**src/rtl/isa_pkg.sv**
```systemverilog
// Shared ISA definitions for the execute stage: op bundles and instruction lengths.
// Optional word ops (addw/subw/sllw/srlw/sraw) are present only when ALU_WORD_OPS_EN is defined.
package isa_pkg;

    localparam logic [63:0] INST_LEN_C = 64'd2;
    localparam logic [63:0] INST_LEN   = 64'd4;

    typedef struct packed {
        logic add;
        logic sub;
        logic and_op;
        logic or_op;
        logic xor_op;
        logic sll;
        logic srl;
        logic sra;
        logic slt;
        logic sltu;
        logic lui;
        logic auipc;
`ifdef ALU_WORD_OPS_EN
        logic addw;
        logic subw;
        logic sllw;
        logic srlw;
        logic sraw;
`endif
    } alu_ops_t;

    // Opaque memory-op codes; zero means no access.
    typedef struct packed {
        logic [3:0] load_op;
        logic [3:0] store_op;
    } io_ops_t;

    typedef struct packed {
        logic beq;
        logic bne;
        logic blt;
        logic bge;
        logic bltu;
        logic bgeu;
        logic jal;
        logic jalr;
    } bj_ops_t;

    typedef struct packed {
        logic ecall;
        logic ebreak;
    } sys_ops_t;

    function automatic logic [63:0] sext32(input logic [31:0] x);
        return {{32{x[31]}}, x};
    endfunction

endpackage

```
**src/rtl/alu.sv**
```systemverilog
// Combinational ALU for the execute stage; one-hot op select, zero when no op is set.
// Word ops are built only when ALU_WORD_OPS_EN is defined.
module alu
    import isa_pkg::*;
#(
    parameter int XLEN = 64
) (
    input  alu_ops_t          ops,
    input  logic [XLEN-1:0]   a,
    input  logic [XLEN-1:0]   b,
    input  logic [XLEN-1:0]   pc,
    input  logic [XLEN-1:0]   imm,
    output logic [XLEN-1:0]   result
);

    logic [5:0] shamt;
    assign shamt = b[5:0];

    // Ops are one-hot, so OR-ing the gated terms selects exactly one result.
    always_comb begin
        result = '0;
        if (ops.add)    result |= a + b;
        if (ops.sub)    result |= a - b;
        if (ops.and_op) result |= a & b;
        if (ops.or_op)  result |= a | b;
        if (ops.xor_op) result |= a ^ b;
        if (ops.sll)    result |= a << shamt;
        if (ops.srl)    result |= a >> shamt;
        if (ops.sra)    result |= XLEN'($signed(a) >>> shamt);
        if (ops.slt)    result |= {{(XLEN-1){1'b0}}, $signed(a) < $signed(b)};
        if (ops.sltu)   result |= {{(XLEN-1){1'b0}}, a < b};
        if (ops.lui)    result |= imm;
        if (ops.auipc)  result |= pc + imm;
`ifdef ALU_WORD_OPS_EN
        if (ops.addw)   result |= sext32(a[31:0] + b[31:0]);
        if (ops.subw)   result |= sext32(a[31:0] - b[31:0]);
        if (ops.sllw)   result |= sext32(a[31:0] << b[4:0]);
        if (ops.srlw)   result |= sext32(a[31:0] >> b[4:0]);
        if (ops.sraw)   result |= sext32(32'($signed(a[31:0]) >>> b[4:0]));
`endif
    end

endmodule

```
**src/rtl/execute_stage.sv**
```systemverilog
// RV64 execute stage: ALU, branch/jump resolution, trap detection and the EX/MA register.
// Define ALU_WORD_OPS_EN to enable the 32-bit word ALU ops.
module execute_stage
    import isa_pkg::*;
#(
    parameter int XLEN = 64
) (
    input  logic              clk,
    input  logic              rst_n,
    input  logic              clear,
    input  logic              stall,
    input  alu_ops_t          alu_ops,
    input  io_ops_t           io_ops,
    input  bj_ops_t           bj_ops,
    input  sys_ops_t          sys_ops,
    input  logic              compressed,
    input  logic [XLEN-1:0]   pc,
    input  logic [4:0]        rd,
    input  logic [XLEN-1:0]   imm,
    input  logic              with_imm,
    input  logic [XLEN-1:0]   fwd1,
    input  logic [XLEN-1:0]   fwd2,
    output logic [XLEN-1:0]   trap_pc,
    output logic              trap_en,
    output logic [XLEN-1:0]   bj_pc,
    output logic              bj_en,
    output io_ops_t           io_ops_out,
    output logic [XLEN-1:0]   pc_out,
    output logic [4:0]        rd_out,
    output logic [XLEN-1:0]   result_out,
    output logic [XLEN-1:0]   data2_out
);

    logic [XLEN-1:0] op_b;
    logic [XLEN-1:0] alu_result;
    logic [XLEN-1:0] result_next;
    logic [4:0]      rd_next;
    logic            is_jump;
    logic            branch_taken;
    logic            trap_req;
    logic            flow_ok;
    logic            eq, lt, ltu;

    io_ops_t         io_ops_reg;
    logic [XLEN-1:0] pc_reg;
    logic [4:0]      rd_reg;
    logic [XLEN-1:0] result_reg;
    logic [XLEN-1:0] data2_reg;

    assign op_b = with_imm ? imm : fwd2;

    alu #(.XLEN(XLEN)) u_alu (
        .ops    (alu_ops),
        .a      (fwd1),
        .b      (op_b),
        .pc     (pc),
        .imm    (imm),
        .result (alu_result)
    );

    assign eq  = (fwd1 == fwd2);
    assign lt  = ($signed(fwd1) < $signed(fwd2));
    assign ltu = (fwd1 < fwd2);

    assign is_jump      = bj_ops.jal | bj_ops.jalr;
    assign branch_taken = (bj_ops.beq  &  eq)  | (bj_ops.bne  & ~eq)
                        | (bj_ops.blt  &  lt)  | (bj_ops.bge  & ~lt)
                        | (bj_ops.bltu &  ltu) | (bj_ops.bgeu & ~ltu);
    assign trap_req     = sys_ops.ecall | sys_ops.ebreak;
    assign flow_ok      = ~clear & ~stall;

    // A trap takes precedence over any simultaneous redirect.
    assign trap_en = trap_req & flow_ok;
    assign trap_pc = pc;
    assign bj_en   = (is_jump | branch_taken) & flow_ok & ~trap_req;
    assign bj_pc   = bj_ops.jalr ? ((fwd1 + imm) & ~{{(XLEN-1){1'b0}}, 1'b1})
                                 : (pc + imm);

    assign result_next = is_jump ? (pc + (compressed ? XLEN'(INST_LEN_C) : XLEN'(INST_LEN)))
                                 : alu_result;
    // Trapping instructions retire with rd=0 so they never write the register file.
    assign rd_next     = trap_req ? 5'd0 : rd;

    always_ff @(posedge clk or negedge rst_n) begin
        if (!rst_n) begin
            io_ops_reg <= '0;
            pc_reg     <= '0;
            rd_reg     <= '0;
            result_reg <= '0;
            data2_reg  <= '0;
        end else if (clear) begin
            io_ops_reg <= '0;
            pc_reg     <= '0;
            rd_reg     <= '0;
            result_reg <= '0;
            data2_reg  <= '0;
        end else if (!stall) begin
            io_ops_reg <= io_ops;
            pc_reg     <= pc;
            rd_reg     <= rd_next;
            result_reg <= result_next;
            data2_reg  <= fwd2;
        end
    end

    assign io_ops_out = io_ops_reg;
    assign pc_out     = pc_reg;
    assign rd_out     = rd_reg;
    assign result_out = result_reg;
    assign data2_out  = data2_reg;

endmodule

```
**config.mk**
```make
export PLATFORM = sky130hd
export DESIGN_NAME = execute_stage
export DESIGN_NICKNAME = d
export VERILOG_FILES = /design/src/rtl/isa_pkg.sv /design/src/rtl/alu.sv /design/src/rtl/execute_stage.sv
export SDC_FILE = /design/constraint.sdc
export NUM_CORES = 2
export LEC_CHECK = 0
export CAP_MARGIN = 30
export CORE_ASPECT_RATIO = 0.5
export CORE_UTILIZATION = 35
export DETAILED_ROUTE_END_ITERATION = 10
export SLEW_MARGIN = 20
export SYNTH_ARGS = -nofsm -noshare
export SYNTH_HDL_FRONTEND = slang
export SYNTH_SLANG_ARGS = --single-unit
```
**constraint.sdc**
```tcl
create_clock -name clk -period 8.72 [get_ports clk]
set_input_delay 1.744 -clock clk [delete_from_list [all_inputs] [get_ports clk]]
set_output_delay 1.744 -clock clk [all_outputs]
set_load 0.05 [all_outputs]
```
# Word level (Yosys, flattened, before mapping)
# Index checks and enable logic that the tools add are counted.
# op_classes
div_mod_pow	0
n_mul	0
shifts	3
eq_ne	2
order_cmp	4
n_bitwise	38
muxes	27
reduce_logical	0
n_addsub	5
# ops
op	count
$mux 64	21
$or 64x64->64	10
$lt 64x64->1	4
$add 64x64->64	3
$or 64x1->64	2
$add 64x3->64	1
$and 64x64->64	1
$eq 64x64->1	1
$shl 64x6->64	1
$shr 64x6->64	1
$sshr 64x6->64	1
$sub 64x64->64	1
$xor 64x64->64	1
$mux 8	2
$mux 5	3
$and 1x1->1	10
$or 1x1->1	8
$not 1->1	6
$mux 3	1
$ne 2x2->1 const B	1
# totals
latch_bits	0
input_bits	297
output_inout_bits	335
rom_bits	0
memories	0
ff_bits	205
mem_bits_rw	0
wordCells	85

# Logic depth before layout (Yosys ltp)
# depth
ltp_word	28
ltp_mapped	21
ltp_nobuf	16

# By module
# Synthesis repeated with hierarchy kept, for this count alone.
# hier_totals
cells_unflattened	6120
area_unflattened_um2	44158.6
# by_module_without_submodules
module	cells_each	seq_area_each_um2	area_per_inst_um2	instances
alu	3505	0.0	23686.5	1
execute_stage	2615	5129.9	20472.1	1

# Worst setup path after synthesis
# OpenSTA, ideal clock, no wires.
# synth_timing
path_type	input-to-output
startpoint	in fwd1[1]
endpoint	out bj_pc[60]
t_arrival_ns	5.402
path_buffers	0
required_ns	6.976
stages	13
path_slack_ns	1.574
cell_sequence	inv_1 > fa_1 > nand2b_1 > a21oi_1 > o211ai_1 > o211ai_1 > a21oi_1 > o31ai_1 > a21boi_0 > o21ai_0 > a41oi_1 > xor2_1 > o21ai_0
# synth_via
elab_chain_len	2
# synth_lines
element	line_no	text
start: declaration	execute_stage.sv:21	input logic [XLEN-1:0] fwd1,
$add 64x64->64	execute_stage.sv:76	assign bj_pc = bj_ops.jalr ? ((fwd1 + imm) & ~{{(XLEN-1){1'b0}}, 1'b1})
$mux 64	execute_stage.sv:76	
end: declaration	execute_stage.sv:25	output logic [XLEN-1:0] bj_pc,
# No other way between the ends.

# Worst setup path in the final report
# layout_timing
startpoint	in imm[1]
endpoint	out bj_pc[62]
# layout_via
elab_chain_len	2
# layout_lines
element	line_no	text
start: declaration	execute_stage.sv:19	input logic [XLEN-1:0] imm,
$add 64x64->64 (on tied branches)	execute_stage.sv:77, execute_stage.sv:76	
$mux 64 (*)	execute_stage.sv:76	
# Mark *: on every way between the ends. The rest lies on a longest branch, timed or not.

==> impl_metrics.ini <==
[yosys]
synth_top_family_by_area = compound AO/OA/AOI/OAI gates
synth_edf_count = 0
yosysUniqueCellTypes = 92
ys_top_cells_by_area = ha_1 (13%), dfrtp_1 (12%), mux2i_1 (10%)
yosys_register_bits = 205
yosys.area.top_type = ha_1
yosysTopAreaCellShare_pct = 12.8
async_flop_share_pct = 100
yosys_warnings = 0
syn-cell-area_um2 = 41300
synth.avg_cell_area_um2 = 7.29
synthXorXnorAreaFrac_pct = 4.92
synth_cells = 5670
synthAdderAreaFrac_pct = 13.1
ys_seq_area_share_pct = 12.4
synth_mux_area_share_pct = 14.1
syn-num-nets = 6395
synth-simple-area-share_pct = 18.2
synth_compound_area_share_pct = 29.5
ys.flop_type = dfrtp_1

[worst_setup_path]
worst-path-max-fanout = 5
critical_path_required_ps = 6980
worstPathArrival_ps = 6710
critPathLaunchType = input pin
r2r_cells = 8
r2r_start = result_out[60]
timing.reg2reg.setup_slack_ps = 6170
cp-end-kind = output port
worstSetupPathType = input pin to output port
r2r_end = result_out[60]

[power_and_ir_drop]
power.density_nw_per_um2 = 138
p_leak_nw = 22.5
ir_drop_mv = 0.182
total_power_w = 0.00699

[finish]
finalNetCount = 6877
final_area_um2 = 50700
area_growth_pct = 22.7
final_cells = 7750
drive_gt1_share_pct = 8.22

[drt]
routedWlPerCell_um = 36.0
antenna_left = 0
met1_length_um = 119000
drc_errors = 0
vias = 51400
routed_via_density = 6.63
drt_iter0_markers = 8087
routed-wl-met3_um = 38800
wl_met2_um = 107000
firstDrtPassIters = 9
wirelength_um = 279000
dr.max_layer_used = met5

[placement]
dp_hpwl_um = 228000
placedInstanceArea_um2 = 49800
post-place-ws_ps = 482
io_buffers = 631
place_inst = 7690
routabilityCongestion = 1.16

[global_routing]
first_global_vias = 46600
grt_max_degree = 105
gr-total-overflow = 0
antenna_found_initial = 18
grtUsageTotal_pct = 44.5
grt_pass1_wl_um = 378000

[clock_tree]
root_buffer = clkbuf_16
cts-hold-fix-buffers = 0
cts_tree = yes
clock_path_buffers = 3
htree_levels = 1
cts.sink_count = 205
post_cts_resized = 0
clk_latency_ps = 640
clk_pin_slew_ps = 60
cts_setup_buffers = 0
numCtsBuffers = 25

[sta]
setup_violations = 0
period_share_pct = 96.9
report.final.hold_viol_count = 0
rsz0062_at_grt = no
fin_crit_ps = 8450
tightest_slew_ps = 1250
relSlewSlack_pct = 16.6
finalSetupTns_ps = 0
max_freq_mhz = 118
slew_violations = 0
worst_slack_ps = 267
finClkSkew_ps = 0

[hold_path]
min_from = result_out[31]
hold_path.class = register to register
hold_depth = 1
hold_path_end = result_out[31]

[floorplan]
dieWidth_um = 488
fp.coreArea_um2 = 116000
start_util_pct = 35.6
io_pins = 632
die_h_um = 245
die-area_um2 = 119000
row_count = 88

[outcome]
status = finished, final reports clean

[run]
drv_cap = 0
## cells in the mapped netlist, types with 42 or more instances
cell / count
a31oi_1: 64
nand2_1: 625
a21oi_1: 524
o21ai_1: 42
xor2_1: 86
a21o_1: 140
nor2_1: 498
buf_4: 72
nor4_1: 46
nand3_1: 133
o21ai_0: 316
a221oi_1: 70
buf_1: 55
nand4_1: 82
mux2_2: 42
o21bai_1: 57
o21a_1: 90
a211oi_1: 70
inv_1: 312
mux4_2: 48
nor3_1: 86
o211ai_1: 53
clkbuf_1: 278
xnor2_1: 146
dfrtp_1: 205
ha_1: 423
mux2i_1: 418
## stage by stage
step,hold slack [ps],util (%)
floorplan,741,-
global placement,463,42.7
detailed placement,470,42.9
finish,482,43.6
global route,511,43.6
CTS,484,43.5
## placed cells by master, fill, tap and decap left out, types with 27 or more instances in the layout
master	synthesis	routed
o21bai_1	57	57
dfrtp_1	205	205
nand4_1	82	82
nor2b_1	33	32
a31oi_1	64	64
nor2_1	498	495
a221oi_1	70	70
xor2_1	86	86
o21ai_1	42	43
mux4_2	48	48
ha_1	423	423
inv_1	312	310
mux2_2	42	42
a21oi_1	524	523
o2111ai_1	33	33
o21ai_0	316	315
a21o_1	140	140
nand3_1	133	133
o21a_1	90	89
xnor2_1	146	146
a211oi_1	70	70
o22ai_1	28	28
o221ai_1	28	28
clkdlybuf4s50_1	0	584
and3_1	39	39
o31ai_1	38	38
a22oi_1	41	41
a22o_1	27	27
nand2_1	625	625
mux2i_1	418	415
nor3_1	86	85
nor4_1	46	45
buf_4	72	255
o211ai_1	53	53
buf_12	0	27
nand2b_1	39	39
## layer usage
layer  up-vias  track usage [%]
li1      21800                -
met1     25400             62.4
met2      3670             59.9
met3       585             16.4
met4        12             19.0
met5         -                0
## worst max path at each step
| stage | from | cells past startpoint | endpoint |
|---|---|---|---|
| after CTS | pc[0] | 18 | bj_pc[58] |
| after floorplan | fwd1[1] | 13 | bj_pc[60] |
| after global routing | imm[1] | 19 | bj_pc[60] |
| after global placement | fwd2[49] | 14 | bj_en |
| after detailed placement | pc[0] | 18 | bj_pc[58] |
| final | imm[1] | 16 | bj_pc[62] |
## sequential cells by signal, summed over array words and instances (netlist names)
name / count
rd_out: 5
data2_out: 64
io_ops_out: 8
result_out: 64
pc_out: 64
## cell families after synthesis
family / after synthesis
AOI/OAI and AO/OA: 1852
and+or+nand+nor: 1684
buffers and inverters: 757
muxes: 512
adders and majority gates: 428
xor gates and xnor gates: 232
DFF: 205
## power breakdown
group / internal [W] / switching (W) / total [W]
Combinational: 0.00152 / 0.00330 / 0.00482
Sequential: 0.00101 / 0.0000426 / 0.00105
Clock: 0.000572 / 0.000550 / 0.00112
## area by class of cell
class | count | area, um2
sequential | 205 | 5130
clock buffer | 32 | 672
tap | 1575 | 1970
inverter | 320 | 1210
multi-input combinational | 4708 | 33100
antenna | 8 | 20.0
timing repair buffer | 892 | 8530
fill | 12000 | 65500
clock inverter | 10 | 92.6
## worst max-delay path: stages
cell and delay [ps]:
clkdlybuf4s50_1 710, inv_1 180, fa_1 460, nand2b_1 200
a21oi_1 330, o211ai_1 300, o21ai_0 740, a2111oi_1 230
buf_4 220, nor3_1 340, o21a_1 260, o21a_1 200
a221oi_1 100, xor2_1 190, o211ai_1 300, buf_12 190
Power figures use the tool's default switching activity.
